==> src/rtl/hdlc_pkg.sv <==
// Shared types and constants for the HDLC receive deframer.
// Detector state indices address bits of the 10-bit one-hot detector state vector.
package hdlc_pkg;

  localparam int S0   = 0;
  localparam int S1   = 1;
  localparam int S2   = 2;
  localparam int S3   = 3;
  localparam int S4   = 4;
  localparam int S5   = 5;
  localparam int S6   = 6;
  localparam int ERR  = 7;
  localparam int DISC = 8;
  localparam int FLAG = 9;
  localparam int DET_W = 10;

  localparam logic [7:0] FLAG_BYTE = 8'h7E;
  // Data bits are held back by the length of the flag prefix (0111111) so a flag never reaches the assembler.
  localparam int DELAY_LEN = $bits(FLAG_BYTE) - 1;

  typedef enum logic [1:0] {
    HUNT,
    OPEN,
    DATA
  } frame_state_e;

  typedef struct packed {
    logic       sof;
    logic       eof;
    logic       err;
    logic [7:0] data;
  } fifo_entry_t;

endpackage

==> src/rtl/hdlc_bitstuff_det.sv <==
// One-hot bit-stuffing / flag / abort detector, advanced once per accepted serial bit.
// Events are decoded from the next state so they coincide with the bit that causes them.
module hdlc_bitstuff_det
  import hdlc_pkg::*;
(
  input  logic clk,
  input  logic reset,
  input  logic bit_i,
  input  logic valid_i,
  output logic flag_o,
  output logic abort_o,
  output logic data_o
);

  logic [DET_W-1:0] det_q;
  logic [DET_W-1:0] det_d;

  always_comb begin
    det_d       = '0;
    det_d[S1]   = bit_i & (det_q[S0] | det_q[DISC] | det_q[FLAG]);
    det_d[S2]   = bit_i & det_q[S1];
    det_d[S3]   = bit_i & det_q[S2];
    det_d[S4]   = bit_i & det_q[S3];
    det_d[S5]   = bit_i & det_q[S4];
    det_d[S6]   = bit_i & det_q[S5];
    det_d[ERR]  = bit_i & (det_q[S6] | det_q[ERR]);
    det_d[S0]   = ~bit_i & ~(det_q[S5] | det_q[S6]);
    det_d[DISC] = ~bit_i & det_q[S5];
    det_d[FLAG] = ~bit_i & det_q[S6];
  end

  always_ff @(posedge clk) begin
    if (reset) begin
      det_q <= DET_W'(1);
    end else if (valid_i) begin
      det_q <= det_d;
    end
  end

  // A long run of ones only aborts once; sitting in ERR is idle line.
  assign flag_o  = valid_i & det_d[FLAG];
  assign abort_o = valid_i & det_d[ERR] & ~det_q[ERR];
  assign data_o  = valid_i & (|det_d[S6:S0]);

endmodule

==> src/rtl/hdlc_rx_deframer.sv <==
// HDLC receive deframer: destuffs the serial line, delimits frames on flags and aborts,
// assembles LSB-first bytes and delivers them through a small first-word-fall-through FIFO.
module hdlc_rx_deframer
  import hdlc_pkg::*;
#(
  parameter int FIFO_DEPTH = 4,
  parameter int MIN_BYTES  = 2
) (
  input  logic       clk,
  input  logic       reset,
  input  logic       in_bit,
  input  logic       in_valid,
  output logic [7:0] out_data,
  output logic       out_sof,
  output logic       out_eof,
  output logic       out_err,
  output logic       out_valid,
  input  logic       out_ready,
  output logic       in_frame,
  output logic       overflow
);

  localparam int AW = $clog2(FIFO_DEPTH);
  localparam logic [AW:0] DEPTH_C = (AW+1)'(FIFO_DEPTH);
  localparam logic [7:0] MIN_B = 8'(MIN_BYTES);

  logic flagEv, abortEv, dataEv;

  hdlc_bitstuff_det u_det (
    .clk    (clk),
    .reset  (reset),
    .bit_i  (in_bit),
    .valid_i(in_valid),
    .flag_o (flagEv),
    .abort_o(abortEv),
    .data_o (dataEv)
  );

  frame_state_e state_q, state_d;
  logic [DELAY_LEN-1:0] dl_q, dl_d;
  logic [2:0] dlCnt_q, dlCnt_d;
  logic [6:0] asm_q, asm_d;
  logic [2:0] bitCnt_q, bitCnt_d;
  logic [7:0] pendData_q, pendData_d;
  logic pendSof_q, pendSof_d;
  logic [7:0] byteCnt_q, byteCnt_d;
  logic overflow_q, overflow_d;

  fifo_entry_t mem_q [FIFO_DEPTH];
  logic [AW-1:0] wrPtr_q, rdPtr_q;
  logic [AW:0] count_q;

  logic push, pop, canPush, writeEn, byteDone, clearPath;
  logic [7:0] newByte;
  fifo_entry_t pushEntry, head;

  assign pop     = out_valid & out_ready;
  assign canPush = (count_q < DEPTH_C) | pop;
  assign writeEn = push & canPush;

  always_comb begin
    state_d    = state_q;
    dl_d       = dl_q;
    dlCnt_d    = dlCnt_q;
    asm_d      = asm_q;
    bitCnt_d   = bitCnt_q;
    pendData_d = pendData_q;
    pendSof_d  = pendSof_q;
    byteCnt_d  = byteCnt_q;
    overflow_d = overflow_q;
    push       = 1'b0;
    pushEntry  = '0;
    byteDone   = 1'b0;
    clearPath  = 1'b0;
    newByte    = {dl_q[0], asm_q};

    if (dataEv && state_q != HUNT) begin
      dl_d = {in_bit, dl_q[DELAY_LEN-1:1]};
      if (dlCnt_q != 3'(DELAY_LEN)) begin
        dlCnt_d = dlCnt_q + 3'd1;
      end else begin
        asm_d    = {dl_q[0], asm_q[6:1]};
        bitCnt_d = bitCnt_q + 3'd1;
        byteDone = (bitCnt_q == 3'd7);
      end
    end

    case (state_q)
      HUNT: begin
        if (flagEv) begin
          clearPath = 1'b1;
          state_d   = OPEN;
        end
      end
      OPEN: begin
        if (flagEv) begin
          clearPath = 1'b1;
        end else if (abortEv) begin
          clearPath = 1'b1;
          state_d   = HUNT;
        end else if (byteDone) begin
          pendData_d = newByte;
          pendSof_d  = 1'b1;
          byteCnt_d  = 8'd1;
          state_d    = DATA;
        end
      end
      DATA: begin
        if (flagEv) begin
          push      = 1'b1;
          pushEntry = '{sof: pendSof_q, eof: 1'b1,
                        err: (bitCnt_q != 3'd0) || (byteCnt_q < MIN_B), data: pendData_q};
          clearPath = 1'b1;
          state_d   = OPEN;
        end else if (abortEv) begin
          push      = 1'b1;
          pushEntry = '{sof: pendSof_q, eof: 1'b1, err: 1'b1, data: pendData_q};
          clearPath = 1'b1;
          state_d   = HUNT;
        end else if (byteDone) begin
          push       = 1'b1;
          pushEntry  = '{sof: pendSof_q, eof: 1'b0, err: 1'b0, data: pendData_q};
          pendData_d = newByte;
          pendSof_d  = 1'b0;
          if (byteCnt_q != 8'hFF) byteCnt_d = byteCnt_q + 8'd1;
        end
      end
      default: state_d = HUNT;
    endcase

    // A dropped byte leaves the frame unrecoverable, so resynchronise on the next flag.
    if (push && !canPush) begin
      overflow_d = 1'b1;
      state_d    = HUNT;
      clearPath  = 1'b1;
    end

    if (clearPath) begin
      dl_d     = '0;
      dlCnt_d  = '0;
      asm_d    = '0;
      bitCnt_d = '0;
    end
  end

  always_ff @(posedge clk) begin
    if (reset) begin
      state_q    <= HUNT;
      dl_q       <= '0;
      dlCnt_q    <= '0;
      asm_q      <= '0;
      bitCnt_q   <= '0;
      pendData_q <= '0;
      pendSof_q  <= 1'b0;
      byteCnt_q  <= '0;
      overflow_q <= 1'b0;
    end else if (in_valid) begin
      state_q    <= state_d;
      dl_q       <= dl_d;
      dlCnt_q    <= dlCnt_d;
      asm_q      <= asm_d;
      bitCnt_q   <= bitCnt_d;
      pendData_q <= pendData_d;
      pendSof_q  <= pendSof_d;
      byteCnt_q  <= byteCnt_d;
      overflow_q <= overflow_d;
    end
  end

  always_ff @(posedge clk) begin
    if (reset) begin
      wrPtr_q <= '0;
      rdPtr_q <= '0;
      count_q <= '0;
    end else begin
      if (writeEn) wrPtr_q <= wrPtr_q + AW'(1);
      if (pop) rdPtr_q <= rdPtr_q + AW'(1);
      case ({writeEn, pop})
        2'b10:   count_q <= count_q + (AW+1)'(1);
        2'b01:   count_q <= count_q - (AW+1)'(1);
        default: count_q <= count_q;
      endcase
    end
  end

  always_ff @(posedge clk) begin
    if (writeEn) mem_q[wrPtr_q] <= pushEntry;
  end

  assign head      = mem_q[rdPtr_q];
  assign out_valid = (count_q != '0);
  assign out_data  = out_valid ? head.data : 8'h00;
  assign out_sof   = out_valid & head.sof;
  assign out_eof   = out_valid & head.eof;
  assign out_err   = out_valid & head.err;
  assign in_frame  = (state_q != HUNT);
  assign overflow  = overflow_q;

endmodule
==> config.mk <==
export PLATFORM = sky130hd
export DESIGN_NAME = hdlc_rx_deframer
export DESIGN_NICKNAME = d
export VERILOG_FILES = /design/src/rtl/hdlc_pkg.sv /design/src/rtl/hdlc_bitstuff_det.sv /design/src/rtl/hdlc_rx_deframer.sv
export SDC_FILE = /design/constraint.sdc
export NUM_CORES = 1
export LEC_CHECK = 0
export ABC_AREA = 1
export CAP_MARGIN = 20
export CORE_MARGIN = 2
export CORE_UTILIZATION = 30
export CTS_CLUSTER_DIAMETER = 40
export DETAILED_ROUTE_END_ITERATION = 16
export SLEW_MARGIN = 30
export SYNTH_ARGS = -nofsm -noshare
export SYNTH_HDL_FRONTEND = slang
export SYNTH_SLANG_ARGS = --single-unit
export TNS_END_PERCENT = 5
==> constraint.sdc <==
create_clock -name clk -period 2.9 [get_ports clk]
set_input_delay 0.58 -clock clk [delete_from_list [all_inputs] [get_ports clk]]
set_output_delay 0.58 -clock clk [all_outputs]
set_load 0.02 [all_outputs]
Word level (Yosys, flattened, before mapping)
Memories as Yosys holds them, arrays and structs flattened. A register that Yosys moved wholly into a read port is not among the register bits. Cells that the tools add are included.

Add/sub/neg operators: 7. $mul: 0. Divide/modulo/power cells: 0. Order comparisons: 2. Eq/ne operators: 19. Shift-type cells: 0. Multiplexer cells: 55. Bitwise gates (word level): 29. Reduce and logical (&&, ||, !) cells: 22.

Operator list (number): 8-bit two-way mux (8); 11-bit two-way mux (4); 7-bit two-way mux (5); 1-bit bitwise AND (19); 1-bit two-way mux (18); 2-bit two-way mux (9); 3-bit two-way mux (6); 2-bit != test (second input constant) (8); 8-bit one-hot mux with 2 select lines (1); 5-bit AND reduction (2); 2-bit nonzero test (5); 3-bit by 1-bit adder with 3-bit output (second input constant) (3); 3-bit != test (second input constant) (3); 9-bit AND reduction (1); 8-bit by 1-bit adder with 8-bit output (second input constant) (1); 8-bit by 2-bit < comparator with 1-bit output (second input constant) (1); 4-bit != test (second input constant) (2); 8-bit != test (second input constant) (1); 8-bit AND reduction (1); 7-bit OR reduction (1); 2-bit one-hot mux with 3 select lines (1); 3-bit one-hot mux with 2 select lines (1); 3-bit AND reduction (2); 3-bit nonzero test (2); other kinds (15) (29).

Register bits: 57. Bits in latches: 0. Bits in writable memories: 44. ROM bits: 0. Output and inout bits: 14. Logic and storage cells: 148. Memories kept: 1.

Memories: mem_q (depth 4, bits a word 11, rd ports 1, clocked after memory_dff 1, write ports 1, RTL line hdlc_rx_deframer.sv:49) `fifo_entry_t mem_q [FIFO_DEPTH];`.

Logic depth before layout (Yosys ltp)
Depth in word-level cells: 15. Depth in mapped cells: 15.

Modules after synthesis
From an unflattened synthesis, not the netlist that was laid out.

Cell total of the unflattened synthesis: 568. Area, all modules: 4803.4 um2.

By module, submodules not included: hdlc_rx_deframer (times used 1, cells each 511, area each 4370.4 um2); hdlc_bitstuff_det (times used 1, cells each 57, area each 432.9 um2).

Worst setup path after synthesis
Ideal clock, no wire load.

Path type: input to register. Start: input in_bit. End: register count_q[2]. Setup time: 0.124 ns. Data arrival time: 2.383 ns. Data required time: 2.776 ns. Slack: 0.393 ns. Cell stages on the path: 15. Buffers on the path: 1. Cells stage by stage: buf_6 -> nand2_1 -> nand2_1 -> nor2_2 -> nand3_2 -> nand4_2 -> nand2_4 -> o21ai_2 -> ha_1 -> inv_1 -> fa_1 -> a21oi_1 -> o21ai_0 -> o21ai_0 -> a21oi_1.

Word-level cells in the longest chain between the ends: 13. Elaborated cells on any way between the ends: 26.

Ends and longest elaborated chain: start, declared (RTL line hdlc_rx_deframer.sv:11) `input logic in_bit,`; 1-bit NOT (RTL line hdlc_bitstuff_det.sv:27, hdlc_bitstuff_det.sv:29); 1-bit bitwise AND (RTL line hdlc_bitstuff_det.sv:27) `det_d[S0] = ~bit_i & ~(det_q[S5] | det_q[S6]);`; 7-bit OR reduction (RTL line hdlc_bitstuff_det.sv:43) `assign data_o = valid_i & (|det_d[S6:S0]);`; 1-bit bitwise AND (RTL line hdlc_bitstuff_det.sv:43); 1-bit logical AND (RTL line hdlc_rx_deframer.sv:77) `if (dataEv && state_q != HUNT) begin`; 1-bit two-way mux (RTL line hdlc_rx_deframer.sv:77); 1-bit two-way mux (RTL line hdlc_rx_deframer.sv:120) `end else if (byteDone) begin`; 1-bit two-way mux (RTL line hdlc_rx_deframer.sv:115) `end else if (abortEv) begin`; 1-bit two-way mux * (RTL line hdlc_rx_deframer.sv:109) `if (flagEv) begin`; 1-bit two-way mux * (RTL line hdlc_rx_deframer.sv:88) `case (state_q)`; 1-bit bitwise AND * (RTL line hdlc_rx_deframer.sv:59) `assign writeEn = push & canPush;`; 2-bit by 1-bit equality test with 1-bit output or 2-bit equality test (tied branches) (RTL line hdlc_rx_deframer.sv:178) `case ({writeEn, pop})`; 3-bit one-hot mux with 2 select lines or 2-bit nonzero test (tied branches); end signal, assigned (RTL line hdlc_rx_deframer.sv:179) `2'b10: count_q <= count_q + (AW+1)'(1);`; end signal, assigned (RTL line hdlc_rx_deframer.sv:180) `2'b01: count_q <= count_q - (AW+1)'(1);`; end signal, assigned (RTL line hdlc_rx_deframer.sv:181) `default: count_q <= count_q;`; end, declared (RTL line hdlc_rx_deframer.sv:51) `logic [AW:0] count_q;`.

Mark *: on every way between the ends. The rest lies on a longest branch, timed or not. A chain may end at the register's enable or synchronous reset.

==> results.json <==
{
  "busiest_layer": "met2",
  "final_layout_size_suffix_gt1_share_pct": 14.1,
  "finalHoldViolCount": 0,
  "tightest_slew_ns": 0.741,
  "cts_root_buf": "clkbuf_16",
  "setup_viol": 0,
  "place.gp.congestion": 0.815,
  "die_h_microns": 131,
  "fmax_mhz": 370,
  "viasPerCell": 4.62,
  "area_delta_synth_final_pct": 16.3,
  "synth_nets": 559,
  "grt_overflow_total": 0,
  "drt_iter0_drc": 264,
  "cts_resized": 0,
  "met3_usage_pct": 3.30,
  "regArea_sq_mm": 0.00250,
  "finalMaxSlewViolations": 0,
  "hold_buffers": 0,
  "layout.nets": 584,
  "htreeDepth": 3,
  "yosysMostFrequentCell": "nor2_1",
  "p_total_mw": 2.81,
  "crit_slowest_cell": "clkdlybuf4s50_1",
  "drc": 0,
  "synth_top_cell_by_area": "edfxtp_1",
  "path_cells": "buf_4 > nor2_1 > nor2_1 > o21ai_0 > a21oi_1 > clkdlybuf4s50_1",
  "synth-seq-cells": 103,
  "synthCells": 537,
  "status": "complete, no violations",
  "relSlewSlack_pct": 50.6,
  "nFillCells": 1574,
  "met1_usage_pct": 14.7,
  "wirelength_mm": 9.86,
  "fp.coreArea_sq_mm": 0.0158,
  "first_global_vias": 3508,
  "dr_total_vias": 3619,
  "crit_top_cell": "nor2_1",
  "synth_top_area_share_pct": 27.3,
  "clock_latency_ns": 0.36,
  "cts-buffers-inserted": 9,
  "ys_seq_area_share_pct": 51.8,
  "clk_pin_slew_worst_paths_ns": 0.08,
  "worst-setup-path-type": "reg2out",
  "fin_crit_sh_pct": 93.3,
  "worstPathMaxFanout": 20,
  "wl_per_cell_microns": 12.6,
  "post_cts_buffers": 0,
  "antenna_found_initial": 0,
  "rows": 46,
  "startpoint_type": "register",
  "grt_max_degree": 32,
  "multi_input_area_sq_mm": 0.00200,
  "cts_num_sinks": 103,
  "worst_hold_slack_ns": 0.456,
  "cap_violations": 0,
  "start_util_pct": 30.5,
  "synth_flop_cell": "dfxtp_1",
  "rsz0062_at_grt": "no",
  "ant_nets": 0,
  "io_buffer_count": 18,
  "yosysWarnings": 0,
  "critical_path_arrival_ns": 2.13,
  "groute.layer.met2.usage_pct": 21.3,
  "timing.final.crit_period_ns": 2.71,
  "async_reset_ff_share_pct": 0,
  "syn_area_sq_mm": 0.00483,
  "die_x_microns": 131,
  "ios": 19,
  "antennaDiodeCount": 0,
  "finClkSkew_ns": 0.0129,
  "ys_top_cells_by_count": "nor2_1 (75), nand2_1 (64), a21oi_1 (59), dfxtp_1 (59), inv_1 (57)",
  "cpPeakStageDelay_ns": 0.64,
  "dp_hpwl_mm": 6.64,
  "ys_types": 41,
  "synth_edf_count": 44,
  "grtUsageTotal_pct": 12.3,
  "ys_top_cells_by_area": "edfxtp_1 (27%), dfxtp_1 (24%), a21oi_1 (6.1%)",
  "min_path_type": "reg2reg",
  "cts_buffer_depth": 2,
  "drt_pre_antenna_iters": 4,
  "die-area_sq_mm": 0.0171,
  "leakage_nw": 2.04,
  "cts_tree": "yes",
  "synth.avg_cell_area_sq_um": 9.00,
  "irDropWorstVdd_mv": 0.264,
  "grt_pass1_wl_mm": 16.5,
  "end_kind": "output pin",
  "cp_data_required_time_ns": 2.32,
  "powerDensity_mw_per_mm2": 501
}
cell type report:
cell class                      count  share of cell area (%)
Multi-Input combinational cell    351                    35.5
Timing Repair Buffer               36                    5.61
Sequential cell                   103                    44.5
Clock buffer                        9                    4.01
Inverter                           61                    4.19
Clock inverter                      7                    1.36
Tap cell                          216                    4.81
flip-flops by register name, indices dropped and copies added, names as in the netlist, 2 cells and up, named ones only:
name	count
pendData_q	8
wrPtr_q	2
bitCnt_q	3
dl_q	7
asm_q	7
u_det.det_q	10
rdPtr_q	2
byteCnt_q	8
count_q	3
dlCnt_q	3
mem_q	44
state_q	2
cell usage in the layout (no fill, tap or decap), drive strengths merged:
cell type and count:
clkdlybuf4s50 18, ha 16, edfxtp 44, nand2 71
buf 18, nor3b 1, a21oi 70, xnor2 2
dfxtp 59, inv 64, xor2 4, nor3 2
clkbuf 9, o21ai 49, o211ai 4, fa 1
and2 2, nor2 92, nand3 16, clkinvlp 1
clkinv 3, nand4 8, nor4 1, a41oi 1
o2111ai 11
report_power, final:
group,switching (mW),internal (mW)
combinational,0.0562,0.0290
clock,0.602,0.616
sequential,0.00579,1.51
cell families after synthesis:
family	synth area share [%]
AO/OA/AOI/OAI	16.4
XOR/XNOR	1.09
adder cells (fa/ha/maj)	4.55
buffers and inverters	6.96
flip-flops	51.8
AND/OR/NAND/NOR	19.2
routing by layer:
metal  vias up  routed length, microns
met2        78                    4780
li1       1849                       -
met1      1681                    4610
met3        11                     374
met4         0                      90
met5         -                       0
stage by stage:
step                setup slack, ns  instances  TNS [ns]  util (%)  cell area [sq um]
finish                        0.195        783         0      35.5               5620
global placement             -0.103        767    -0.103      33.6               5320
floorplan                     0.393        537         0         -               4830
global route                0.00555        783         0      35.5               5620
detailed placement          -0.0958        767   -0.0958      33.6               5320
CTS                           0.122        783         0      35.5               5620
path summary, 6_finish.rpt:
path / startpoint / end / slack [ns] / cells past startpoint
max: register / out_data[7] / 0.19 / 6
min: overflow / overflow / 0.46 / 2
max reg2reg: dlCnt_q[0] / count_q[2] / 0.53 / 14
min reg2reg: overflow / overflow / 0.46 / 2
worst max-delay path: cells and delay by family (launching register included):
kind | cells | cell delay (ns)
buffers and inverters | 2 | 0.92
flip-flops | 1 | 0.43
AO/OA/AOI/OAI | 2 | 0.27
AND/OR/NAND/NOR | 2 | 0.17
No activity file was read; power rests on OpenSTA's default activity.
